<file path="config.mk">
export PLATFORM = sky130hd
export DESIGN_NAME = command_handler
export DESIGN_NICKNAME = d
export VERILOG_FILES = /design/src/rtl/command_handler.sv
export SDC_FILE = /design/constraint.sdc
export NUM_CORES = 1
export LEC_CHECK = 0
export BUFFER_PORTS_ARGS = -buffer_cell sky130_fd_sc_hd__buf_2
export CORE_MARGIN = 2
export CORE_UTILIZATION = 50
export CTS_CLUSTER_DIAMETER = 50
export DETAILED_ROUTE_END_ITERATION = 10
export PLACE_DENSITY = 0.7
export REMOVE_ABC_BUFFERS = 1
export SETUP_SLACK_MARGIN = 0.02
export SLEW_MARGIN = 20
export SYNTH_ARGS = -nofsm -noshare
export SYNTH_HDL_FRONTEND = slang
export SYNTH_SLANG_ARGS = --single-unit
</file>
<file path="constraint.sdc">
create_clock -name pclk -period 3.67 [get_ports pclk]
set_clock_uncertainty 0.1 [all_clocks]
set_input_delay 1.101 -clock pclk [delete_from_list [all_inputs] [get_ports pclk]]
set_output_delay 1.101 -clock pclk [all_outputs]
set_load 0.02 [all_outputs]
</file>
<file path="src/rtl/command_handler.sv">
// Byte-stream interpreter for the character display: printable writes, control characters,
// VT52 escapes and offset-based scrolling onto a 64x16 character buffer write port.
module command_handler (
  input  logic       pclk,
  input  logic       clr,
  input  logic [7:0] data_in,
  input  logic       data_valid,
  output logic       data_ready,
  output logic [9:0] buf_addr,
  output logic [7:0] buf_din,
  output logic       buf_wen,
  output logic [5:0] cursor_x,
  output logic [3:0] cursor_y,
  output logic [3:0] first_row
);

  localparam logic [7:0] BLANK = 8'h20;

  typedef enum logic [2:0] {StIdle, StEsc, StYRow, StYCol, StClear} state_e;

  state_e     state_q, state_d;
  logic [5:0] cx_q, cx_d;
  logic [3:0] cy_q, cy_d;
  logic [3:0] fr_q, fr_d;
  logic [3:0] row_arg_q, row_arg_d;
  logic [9:0] clr_idx_q, clr_idx_d;
  logic [9:0] clr_end_q, clr_end_d;
  logic [9:0] addr_q, addr_d;
  logic [7:0] din_q, din_d;
  logic       wen_q, wen_d;

  logic       accept;
  logic [7:0] arg;
  logic [3:0] arg_row;
  logic [5:0] arg_col;
  logic [3:0] cur_phys;
  logic [3:0] clr_phys;

  assign data_ready = (state_q != StClear);
  assign accept     = data_valid & data_ready;

  // ESC Y arguments are offset by 0x20; anything below the offset lands on 0
  assign arg      = (data_in < 8'h20) ? 8'h00 : data_in - 8'h20;
  assign arg_row  = (arg > 8'd15) ? 4'd15 : arg[3:0];
  assign arg_col  = (arg > 8'd63) ? 6'd63 : arg[5:0];
  assign cur_phys = cy_q + fr_q;
  assign clr_phys = clr_idx_q[9:6] + fr_q;

  always_comb begin
    state_d   = state_q;
    cx_d      = cx_q;
    cy_d      = cy_q;
    fr_d      = fr_q;
    row_arg_d = row_arg_q;
    clr_idx_d = clr_idx_q;
    clr_end_d = clr_end_q;
    addr_d    = addr_q;
    din_d     = din_q;
    wen_d     = 1'b0;

    case (state_q)
      StIdle: begin
        if (accept) begin
          if (data_in >= 8'h20 && data_in <= 8'h7E) begin
            wen_d  = 1'b1;
            addr_d = {cur_phys, cx_q};
            din_d  = data_in;
            if (cx_q != 6'd63) cx_d = cx_q + 6'd1;
          end else begin
            case (data_in)
              8'h0D: cx_d = 6'd0;
              8'h08: if (cx_q != 6'd0) cx_d = cx_q - 6'd1;
              8'h0A: begin
                if (cy_q != 4'd15) begin
                  cy_d = cy_q + 4'd1;
                end else begin
                  // Scroll: the old top row becomes logical row 15 and is blanked
                  fr_d      = fr_q + 4'd1;
                  clr_idx_d = {4'd15, 6'd0};
                  clr_end_d = {4'd15, 6'd63};
                  state_d   = StClear;
                end
              end
              8'h1B:   state_d = StEsc;
              default: ;
            endcase
          end
        end
      end

      StEsc: begin
        if (accept) begin
          state_d = StIdle;
          case (data_in)
            8'h41: if (cy_q != 4'd0) cy_d = cy_q - 4'd1;
            8'h42: if (cy_q != 4'd15) cy_d = cy_q + 4'd1;
            8'h43: if (cx_q != 6'd63) cx_d = cx_q + 6'd1;
            8'h44: if (cx_q != 6'd0) cx_d = cx_q - 6'd1;
            8'h48: begin
              cx_d = 6'd0;
              cy_d = 4'd0;
            end
            8'h4B: begin
              clr_idx_d = {cy_q, cx_q};
              clr_end_d = {cy_q, 6'd63};
              state_d   = StClear;
            end
            8'h4A: begin
              clr_idx_d = {cy_q, cx_q};
              clr_end_d = {4'd15, 6'd63};
              state_d   = StClear;
            end
            8'h59:   state_d = StYRow;
            default: ;
          endcase
        end
      end

      StYRow: begin
        if (accept) begin
          row_arg_d = arg_row;
          state_d   = StYCol;
        end
      end

      StYCol: begin
        if (accept) begin
          cx_d    = arg_col;
          cy_d    = row_arg_q;
          state_d = StIdle;
        end
      end

      StClear: begin
        wen_d  = 1'b1;
        addr_d = {clr_phys, clr_idx_q[5:0]};
        din_d  = BLANK;
        if (clr_idx_q == clr_end_q) state_d = StIdle;
        else                        clr_idx_d = clr_idx_q + 10'd1;
      end

      default: state_d = StIdle;
    endcase
  end

  always_ff @(posedge pclk or posedge clr) begin
    if (clr) begin
      state_q   <= StIdle;
      cx_q      <= 6'd0;
      cy_q      <= 4'd0;
      fr_q      <= 4'd0;
      row_arg_q <= 4'd0;
      clr_idx_q <= 10'd0;
      clr_end_q <= 10'd0;
      addr_q    <= 10'd0;
      din_q     <= BLANK;
      wen_q     <= 1'b0;
    end else begin
      state_q   <= state_d;
      cx_q      <= cx_d;
      cy_q      <= cy_d;
      fr_q      <= fr_d;
      row_arg_q <= row_arg_d;
      clr_idx_q <= clr_idx_d;
      clr_end_q <= clr_end_d;
      addr_q    <= addr_d;
      din_q     <= din_d;
      wen_q     <= wen_d;
    end
  end

  assign buf_addr  = addr_q;
  assign buf_din   = din_q;
  assign buf_wen   = wen_q;
  assign cursor_x  = cx_q;
  assign cursor_y  = cy_q;
  assign first_row = fr_q;

endmodule

</file>
==> summary.md <==
| Metric | Value |
|---|---|
| Cell row count | 32 |
| Initial Util | 50.99% |
| Final setup fails | 0 |
| Fin. max-slew vios | 0 |
| CP Cell Sequence | nor2_1 > and2_1 > inv_2 > buf_2 |
| Antenna cell count | 0 |
| Final hold vios | 0 |
| Vias | 3656 |
| Dpl cells | 587 |
| Global-route wire length before repair | 16970 um |
| Initial antenna violation count | 0 |
| Vias in the first global route | 3336 |
| Final core utilization | 55.97% |
| Post-DP HPWL | 7473 um |
| Area Overhead vs Synth | 9.774% |
| CTS tree | built |
| Drt pass-1 iters | 5 |
| Tcrit/Tclk final | 78.39% |
| Leak | 1.913 nW |
| Die area | 8478 sq um |
| Fillers | 712 |
| Top cells by area, synth | dfrtp_1 35%, o21ai_0 5.0%, nand2_1 4.9%, ha_1 4.2%, mux2i_1 4.1% |
| Core ar. | 7607 sq um |
| Top-count cell post-synth | dfrtp_1 |
| Clock Tree Root | clkbuf_8 |
| Yosys top cell area share | 34.84% |
| Startpoint types | flop |
| Hold Buf Count CTS | 0 |
| WL final | 10280 um |
| Post-CTS setup buffers | 0 |
| Hold Path Depth | 1 |
| FF-to-FF End | cursor_x[1]$_DFFE_PP0P_ |
| GRT overflow | 0 |
| Unrepaired setup endpoints after global routing | no |
| Routed WL per cell | 17.28 um |
| PortBufs | 44 |
| Relative slew margins | 38.52% |
| Critical path's largest stage delay | 0.50 ns |
| FF-to-FF path depth | 6 |
| R2R Setup Slk | 1.00 ns |
| Die width | 92.08 um |
| Die outline height | 92.08 um |
| Hold Path Class | flop to flop |
| Post_cts resized | 0 |
| Final ANT Viol Nets | 0 |
| Total GRT Usage | 24.79% |
| Fin cells | 595 |
| Nets | 517 |
| Post-layout power | 2.130 mW |
| Leading area contributor after synthesis | dfrtp_1 |
| Worst-path maximum fanout | 9 |
| Worst Setup SP | state_q[0]$_DFFE_PP0P_ |
| Initial DRC Count | 258 |
| Min cycle time layout | 2.877 ns |
| Buf/Inv on CP | 2 |
| Worst Tran Pin Value | 0.9188 ns |
| Power Density | 500.2 nW/um^2 |
| WP depth | 4 |
| Outcome | finished clean |
| Crit. End Element | output pin |
| Worst-skew pair later-pin latency | 0.31 ns |
| Via-to-Cell Ratio | 6.145 |
| Top cells by count, synth | 54 x dfrtp_1, 51 x nand2_1, 42 x nor2_1, 39 x o21ai_0, 26 x a21oi_1 |
| Average cell area after synthesis | 8.306 sq um |
| Post-Syn Area | 3879 sq um |
| WS Path Type | flop to output pin |
| Fmax | 0.3476 GHz |
| Number of flops mapped to enable cells by yosys | 0 |
| RePlAce Congestion | 0.9482 |
| Share of cells above drive strength 1 | 16.23% |
| Main synth FF type | dfrtp_1 |
| Clock buffer depth | 2 |
| Crit-path leading delay family | simple AND/OR/NAND/NOR gates |
| Synth warn | 0 |
| Post-synthesis sequential area ratio | 35.52% |
| I/O pins | 45 |
| H-tree depth | 2 |
| Largest net degree at the start of global routing | 35 |
| Worst R2R Start | cursor_x[3]$_DFFE_PP0P_ |
| Async SR Flop Fraction | 100.0% |
| Clock transition at path regs | 0.10 ns |
| Synth Register Bits | 55 |
| VDD IR-drop max | 0.2355 mV |
| Setup_tns | 0 ns |
| CTS buffer count | 5 |
| Max Cap Viol | 0 |
| Synth cell types | 69 |
| WP data required | 2.47 ns |
| CP arrival | 1.68 ns |
| Synth Instances | 467 |
| Hold WS | 0.3915 ns |
| CP max stage cell | dfrtp_1 |
| TritonCTS Sinks | 55 |
| End of the critical path | data_ready |
| Residual DRC | 0 |
[sequential cells by signal (all words and copies together), names as in the netlist]
| name | count |
|---|---|
| cursor_y | 4 |
| buf_din | 8 |
| row_arg_q | 4 |
| buf_addr | 10 |
| state_q | 3 |
| clr_idx_q | 10 |
| buf_wen | 1 |
| cursor_x | 6 |
| first_row | 4 |
| clr_end_q | 5 |
[worst min-delay path by stage]
stage	start	to	slack, ns
final	buf_addr[6]$_DFFE_PP0P_	buf_addr[6]$_DFFE_PP0P_	0.39
after global placement	buf_addr[6]$_DFFE_PP0P_	buf_addr[6]$_DFFE_PP0P_	0.36
after floorplan	clr_end_q[5]$_DFFE_PP0P_	clr_end_q[5]$_DFFE_PP0P_	0.36
after global routing	buf_addr[6]$_DFFE_PP0P_	buf_addr[6]$_DFFE_PP0P_	0.42
after detailed placement	buf_addr[6]$_DFFE_PP0P_	buf_addr[6]$_DFFE_PP0P_	0.38
after CTS	buf_din[7]$_DFFE_PP0P_	buf_din[7]$_DFFE_PP0P_	0.40
[metrics by stage]
step | instance area, sq um | setup slack (ns)
after floorplan | 3731 | -0.1695
after global placement | 4159 | 0.5380
after detailed placement | 4159 | 0.5184
after CTS | 4258 | 0.7982
after global routing | 4258 | 0.6816
final | 4258 | 0.7929
[power by group]
group	internal [mW]	switching (mW)
Combinational	0.347	0.529
Clock	0.155	0.208
Sequential	0.728	0.164
[cells by family after synthesis]
family	share of synthesized area, %
muxes	6.161
xor gates and xnor gates	4.290
adders and majority gates	4.710
buffers and inverters	5.742
and+or+nand+nor	21.84
DFF	35.52
AOI/OAI and AO/OA	21.74
[layer usage]
layer	up-vias	track usage, %	wire length (um)
met2	150	39.28	4772
met1	1761	34.89	4706
li1	1721	-	-
met5	-	0	0
met4	0	8.831	193
met3	24	3.287	607
[area by class of cell]
| type | count | area [sq um] | area share, % |
|---|---|---|---|
| Clock buffer | 6 | 82.58 | 1.939 |
| Multi-Input combinational cell | 356 | 2283 | 53.63 |
| Clock inverter | 2 | 16.27 | 0.3820 |
| Timing Repair Buffer | 54 | 295.3 | 6.935 |
| Tap cell | 102 | 127.6 | 2.997 |
| Inverter | 20 | 75.07 | 1.763 |
| Sequential cell | 55 | 1378 | 32.35 |
[placed cells by master (no fill, tap or decap), types with 3 or more instances in the layout]
| cell type | n |
|---|---|
| a2bb2oi_1 | 4 |
| xnor2_1 | 14 |
| nand3_1 | 18 |
| nand2b_1 | 4 |
| inv_1 | 18 |
| or3_1 | 3 |
| a31o_2 | 3 |
| nor2b_1 | 6 |
| mux2i_1 | 16 |
| a31oi_1 | 11 |
| nand4_1 | 9 |
| nor3_1 | 13 |
| dfrtp_1 | 54 |
| a22o_1 | 3 |
| clkbuf_8 | 6 |
| o21a_1 | 4 |
| o21ai_1 | 4 |
| a21oi_1 | 26 |
| and3_1 | 7 |
| buf_4 | 10 |
| mux2_2 | 4 |
| a22oi_1 | 3 |
| nand2_1 | 51 |
| buf_2 | 44 |
| a32oi_1 | 3 |
| mux2_1 | 3 |
| o22ai_1 | 3 |
| ha_1 | 13 |
| nor2_1 | 42 |
| o21ai_0 | 39 |
| xor2_1 | 5 |
Power figures use the tool's default switching activity.
